## src/rtl/proc_pkg.sv

```systemverilog
// Shared types and constants for the 8-bit processor control path.
// Opcode, ALU-function and sequencer-state encodings live here so decode and bench agree.
package proc_pkg;

  localparam int unsigned PC_W    = 8;
  localparam int unsigned INSTR_W = 16;

  typedef enum logic [3:0] {
    OpNop = 4'h0,
    OpAdd = 4'h1,
    OpSub = 4'h2,
    OpAnd = 4'h3,
    OpOr  = 4'h4,
    OpXor = 4'h5,
    OpNot = 4'h6,
    OpMov = 4'h7,
    OpLdi = 4'h8,
    OpJmp = 4'h9,
    OpJz  = 4'hA,
    OpHlt = 4'hF
  } opcode_t;

  typedef enum logic [3:0] {
    AluPass = 4'd0,
    AluAdd  = 4'd1,
    AluSub  = 4'd2,
    AluAnd  = 4'd3,
    AluOr   = 4'd4,
    AluXor  = 4'd5,
    AluNot  = 4'd6
  } alu_op_t;

  typedef enum logic [2:0] {
    StFetch,
    StDecode,
    StExec,
    StWb1,
    StWb2,
    StHalt
  } ctrl_state_t;

  localparam logic [1:0] DI_ALU = 2'd0;
  localparam logic [1:0] DI_IMM = 2'd1;
  localparam logic [1:0] DI_RA  = 2'd2;

  localparam logic [3:0] REG_PIN = 4'd10;

  // Opcodes 1..8 write a result back into the bank.
  function automatic logic is_write_op(input logic [3:0] op);
    return (op >= 4'h1) && (op <= 4'h8);
  endfunction

endpackage

```

## src/rtl/pc_unit.sv

```systemverilog
// Program counter with load-immediate, increment and hold; synchronous active-high reset.
// Wraps silently at the top of the address space.
module pc_unit
  import proc_pkg::*;
#(
  parameter int unsigned PcW = PC_W
) (
  input  logic           clk,
  input  logic           rst,
  input  logic           inc_i,
  input  logic           load_i,
  input  logic [PcW-1:0] load_val_i,
  output logic [PcW-1:0] pc_o
);

  localparam logic [PcW-1:0] PcOne = PcW'(1);

  logic [PcW-1:0] pc_d, pc_q;

  always_comb begin
    pc_d = pc_q;
    if (load_i) begin
      pc_d = load_val_i;
    end else if (inc_i) begin
      pc_d = pc_q + PcOne;
    end
  end

  always_ff @(posedge clk) begin
    if (rst) begin
      pc_q <= '0;
    end else begin
      pc_q <= pc_d;
    end
  end

  assign pc_o = pc_q;

endmodule

```

## src/rtl/bank_seq_ctrl.sv

```systemverilog
// Multicycle sequencer for the 16x8 register bank: fetch, decode, execute, two-cycle write-back.
// Sources and Di stay stable across WB1/WB2 because the bank registers its write select.
module bank_seq_ctrl
  import proc_pkg::*;
#(
  parameter int unsigned PC_W    = proc_pkg::PC_W,
  parameter int unsigned INSTR_W = proc_pkg::INSTR_W
) (
  input  logic               clk,
  input  logic               rst,
  output logic [PC_W-1:0]    pc,
  input  logic [INSTR_W-1:0] instr,
  input  logic               alu_zero,
  output logic [3:0]         sba,
  output logic [3:0]         sbb,
  output logic [3:0]         srd,
  output logic               le,
  output logic [3:0]         alu_op,
  output logic [1:0]         di_sel,
  output logic [7:0]         imm,
  output logic               illegal_op,
  output logic               halted
);

  ctrl_state_t        state_d, state_q;
  logic [INSTR_W-1:0] ir_d, ir_q;

  logic [3:0] op, rd, ra, rb;
  logic       wr_op, pin_wr, bad_op;
  logic [3:0] dec_alu;
  logic [1:0] dec_di;
  logic       pc_inc, pc_load;

  assign op = ir_q[15:12];
  assign rd = ir_q[11:8];
  assign ra = ir_q[7:4];
  assign rb = ir_q[3:0];

  assign wr_op  = is_write_op(op);
  assign pin_wr = wr_op && (rd == REG_PIN);
  assign bad_op = (op >= 4'hB) && (op <= 4'hE);

  always_comb begin
    dec_alu = AluPass;
    dec_di  = DI_ALU;
    case (op)
      OpAdd:   dec_alu = AluAdd;
      OpSub:   dec_alu = AluSub;
      OpAnd:   dec_alu = AluAnd;
      OpOr:    dec_alu = AluOr;
      OpXor:   dec_alu = AluXor;
      OpNot:   dec_alu = AluNot;
      OpMov:   dec_di  = DI_RA;
      OpLdi:   dec_di  = DI_IMM;
      default: ;
    endcase
  end

  always_comb begin
    state_d    = state_q;
    ir_d       = ir_q;
    pc_inc     = 1'b0;
    pc_load    = 1'b0;
    sba        = '0;
    sbb        = '0;
    srd        = '0;
    le         = 1'b0;
    alu_op     = '0;
    di_sel     = '0;
    imm        = '0;
    illegal_op = 1'b0;
    halted     = 1'b0;

    // Bank sources are held from EXEC through WB2.
    if (state_q == StExec || state_q == StWb1 || state_q == StWb2) begin
      sba    = ra;
      sbb    = rb;
      alu_op = dec_alu;
      di_sel = dec_di;
      imm    = ir_q[7:0];
    end

    case (state_q)
      StFetch: state_d = StDecode;
      StDecode: begin
        ir_d    = instr;
        state_d = StExec;
      end
      StExec: begin
        illegal_op = bad_op || pin_wr;
        if (op == OpHlt) begin
          state_d = StHalt;
        end else if (wr_op && !pin_wr) begin
          state_d = StWb1;
        end else begin
          state_d = StFetch;
          if (op == OpJmp || (op == OpJz && alu_zero)) begin
            pc_load = 1'b1;
          end else begin
            pc_inc = 1'b1;
          end
        end
      end
      StWb1: begin
        le      = 1'b1;
        srd     = rd;
        state_d = StWb2;
      end
      StWb2: begin
        srd     = rd;
        pc_inc  = 1'b1;
        state_d = StFetch;
      end
      StHalt:  halted = 1'b1;
      default: state_d = StFetch;
    endcase
  end

  always_ff @(posedge clk) begin
    if (rst) begin
      state_q <= StFetch;
      ir_q    <= '0;
    end else begin
      state_q <= state_d;
      ir_q    <= ir_d;
    end
  end

  pc_unit #(
    .PcW(PC_W)
  ) u_pc_unit (
    .clk       (clk),
    .rst       (rst),
    .inc_i     (pc_inc),
    .load_i    (pc_load),
    .load_val_i(PC_W'(ir_q[7:0])),
    .pc_o      (pc)
  );

endmodule

```

## config.mk

```make
export PLATFORM = sky130hd
export DESIGN_NAME = bank_seq_ctrl
export DESIGN_NICKNAME = d
export VERILOG_FILES = /design/src/rtl/proc_pkg.sv /design/src/rtl/pc_unit.sv /design/src/rtl/bank_seq_ctrl.sv
export SDC_FILE = /design/constraint.sdc
export NUM_CORES = 1
export LEC_CHECK = 0
export BUFFER_PORTS_ARGS = -buffer_cell sky130_fd_sc_hd__buf_2
export CAP_MARGIN = 30
export CORE_MARGIN = 8
export CORE_UTILIZATION = 51
export CTS_BUF_LIST = sky130_fd_sc_hd__clkbuf_2
export CTS_CLUSTER_DIAMETER = 100
export DETAILED_ROUTE_END_ITERATION = 10
export HOLD_SLACK_MARGIN = 0.03
export PLACE_DENSITY = 0.82
export SLEW_MARGIN = 20
export SYNTH_ARGS = -nofsm -noshare
export SYNTH_HDL_FRONTEND = slang
export SYNTH_SLANG_ARGS = --single-unit
```

## constraint.sdc

```tcl
create_clock -name clk -period 2.1 [get_ports clk]
set_input_delay 0.21 -clock clk [delete_from_list [all_inputs] [get_ports clk]]
set_output_delay 0.21 -clock clk [all_outputs]
set_load 0.005 [all_outputs]
```

==> flow_summary.json <==
{
  "r2r_cells": 5,
  "hold_viol_final": 0,
  "p_comb_frac": 0.265,
  "cp.required_ns": 1.89,
  "utilization": 0.631,
  "switching_share": 0.322,
  "status": "finished, final reports clean",
  "track_usage": 0.153,
  "insertion_delay_ns": 0.34,
  "dp_hpwl_mm": 3.00,
  "vias_per_cell": 5.33,
  "intPower_mw": 0.730,
  "grt_max_degree": 28,
  "seqPwrFrac": 0.554,
  "place.gp.congestion": 0.869,
  "num_rows": 20,
  "ys_seq_area_frac": 0.346,
  "die_area_um2": 5090,
  "rsz0062_at_grt": "false",
  "tritoncts": "built",
  "holdPathStages": 3,
  "grt_pass1_wl_mm": 6.57,
  "cts_made_buffers": 3,
  "synth_cells": 212,
  "area_delta_synth_final_pct": 20.4,
  "critPathLaunchType": "register",
  "hold_class": "primary input to register",
  "final_common_cell": "buf_2",
  "end_kind": "output pin",
  "die_w_um": 71.3,
  "critPathKind": "register to output pin",
  "post-route-period-util": 0.941,
  "wl_per_cell_um": 13.4,
  "yosysTopAreaCellShare": 0.346,
  "ios": 56,
  "finalSetupTns_ns": 0,
  "ys_dominant_reg_cell": "dfxtp_1",
  "nNetsFinal": 282,
  "tightest_slew_ns": 0.582,
  "maxCapViolations": 0,
  "r2r_start": "state_q[1]$_SDFFE_PP0N_",
  "fmax_mhz": 506,
  "regToRegSetupSlack_ns": 0.14,
  "vdd_drop_max_mv": 0.366,
  "synthTopCellsByArea": "dfxtp_1 (35%), nand2_1 (11%), a21oi_1 (9.6%)",
  "clk_path_buf_depth": 2,
  "arrival_ns": 1.77,
  "cts_root_buf": "clkbuf_2",
  "p_per_area_nw_per_um2": 573,
  "final_antenna_net_count": 0,
  "antenna_found_initial": 0,
  "grt-ovfl-total": 0,
  "initial_utilization": 0.524,
  "slew_headroom": 0.612,
  "layout_common_cells": "buf_2 (54), nand2_1 (47), a21oi_1 (30), dfxtp_1 (26), buf_4 (11)",
  "synth_edf_count": 0,
  "path_max_fanout": 7,
  "totalWireLength_mm": 3.95,
  "drc": 0,
  "pwr-share-clk": 0.181,
  "via_count": 1568,
  "coreArea_um2": 2980,
  "synth.avg_cell_area_um2": 7.37,
  "portBuffers": 54,
  "timing.rr.end": "u_pc_unit.pc_o[4]$_SDFFE_PP0P_",
  "clk_pin_slew_ns": 0.24,
  "drt-initial-drc-count": 76,
  "holdPathEnd": "ir_q[2]$_SDFFE_PP0N_",
  "hp-start": "instr[2]",
  "die_h_um": 71.3,
  "ys_seq_elements": 27,
  "n_antenna_cell": 0,
  "p_sw_mw": 0.346,
  "htreeDepth": 1,
  "drive_above_1_share": 0.295,
  "firstDrtPassIters": 4,
  "setup_viol": 0,
  "synth_cell_type_count": 42,
  "slew_viol_final": 0,
  "ys_async_sr_fraction": 0,
  "period_minus_slack_ns": 1.98,
  "syn_nets": 232,
  "yosysWarnings": 0,
  "clock_skew_ns": 0.00522,
  "grt_pass1_vias": 1523,
  "power_leakage_nw": 0.822,
  "fill_cells": 279,
  "post_cts_buffers": 0,
  "syn_area_um2": 1560,
  "clock-sinks": 27,
  "yosys.area.top_type": "dfxtp_1"
}
## stage by stage
step                      hold slack, ns  setup WS (ns)  cells  power, mW  instance area (um2)
after global routing              0.0303        0.00939    294       1.15                 1880
final                             0.0614          0.124    294       1.08                 1880
after global placement             0.449          0.141    288      0.882                 1840
after CTS                         0.0440         0.0761    292       1.08                 1860
after detailed placement           0.456          0.116    288      0.889                 1840
after floorplan                    0.346          0.417    212      0.785                 1560
## repair_timing
item                                    CTS  global route
endpoints found under the hold margin     0             2
resized for setup                         0             2
endpoints found under the setup margin    0             9
hold buffers                              0             2
## power by group through the flow
stage                     Clock, mW  Sequential, mW  Combinational [mW]
after global routing          0.222           0.605               0.320
after global placement            0           0.603               0.279
final                         0.195           0.596               0.285
after floorplan                   0           0.592               0.194
after CTS                     0.203           0.595               0.284
after detailed placement          0           0.606               0.283
## Yosys cell counts (2+ instances only)
cell type / number
nor3_1: 4
nand4_1: 3
a211oi_1: 2
nand2b_1: 2
or3_1: 2
nor2_1: 9
mux2i_1: 2
nor4bb_1: 2
o21ai_0: 10
buf_1: 2
or3b_2: 2
nor2b_1: 9
and2_1: 6
nand3_1: 2
dfxtp_1: 27
nor3b_1: 2
inv_1: 3
and3_1: 4
nand2_1: 47
clkbuf_1: 9
and2b_1: 2
buf_4: 9
a21oi_1: 30
a21o_1: 4
## layer usage
layer	vias to the layer above	wire length (um)	global-route usage
li1	813	-	-
met1	695	1770	0.184
met2	55	1890	0.267
met3	5	266	0.0293
met4	0	30	0.0485
met5	-	0	0
## area by class of cell
| type | count | area [um2] | share of cell area |
|---|---|---|---|
| multi-input cells | 160 | 892 | 0.475 |
| flip-flops and latches | 27 | 542 | 0.288 |
| repair buffers | 67 | 373 | 0.198 |
| well taps | 33 | 41.3 | 0.0220 |
| clock buffers | 4 | 20.0 | 0.0107 |
| inverters | 3 | 11.3 | 0.00599 |
## flip-flops by register name, summed over array words and instances, names as in the netlist
register and count:
state_q 3, u_pc_unit.pc_o 8, ir_q 16
## how the worst max path moves through the flow
stage / from / to / slack [ns] / depth (start not counted)
after detailed placement: state_q[1]$_SDFFE_PP0N_ / u_pc_unit.pc_o[4]$_SDFFE_PP0P_ / 0.12 / 5
after global placement: state_q[1]$_SDFFE_PP0N_ / u_pc_unit.pc_o[7]$_SDFFE_PP0P_ / 0.14 / 6
after floorplan: state_q[1]$_SDFFE_PP0N_ / u_pc_unit.pc_o[4]$_SDFFE_PP0P_ / 0.42 / 6
after CTS: state_q[1]$_SDFFE_PP0N_ / u_pc_unit.pc_o[4]$_SDFFE_PP0P_ / 0.08 / 5
after global routing: state_q[2]$_SDFFE_PP0N_ / di_sel[1] / 0.009 / 6
final: state_q[2]$_SDFFE_PP0N_ / alu_op[2] / 0.12 / 5
## critical path, cell delays in order, from the launching register on
cell and delay (ns):
dfxtp_1 0.50, and2b_1 0.21, a21oi_1 0.10, buf_4 0.17, nor4b_1 0.27, buf_2 0.16
## cell families after synthesis
kind of cell               synth area share
and+or+nand+nor                       0.335
muxes                                0.0128
other                               0.00240
adders and majority gates           0.00801
DFF                                   0.346
xor gates and xnor gates            0.00561
AOI/OAI and AO/OA                     0.203
buffers and inverters                0.0873
Power figures use the tool's default switching activity.
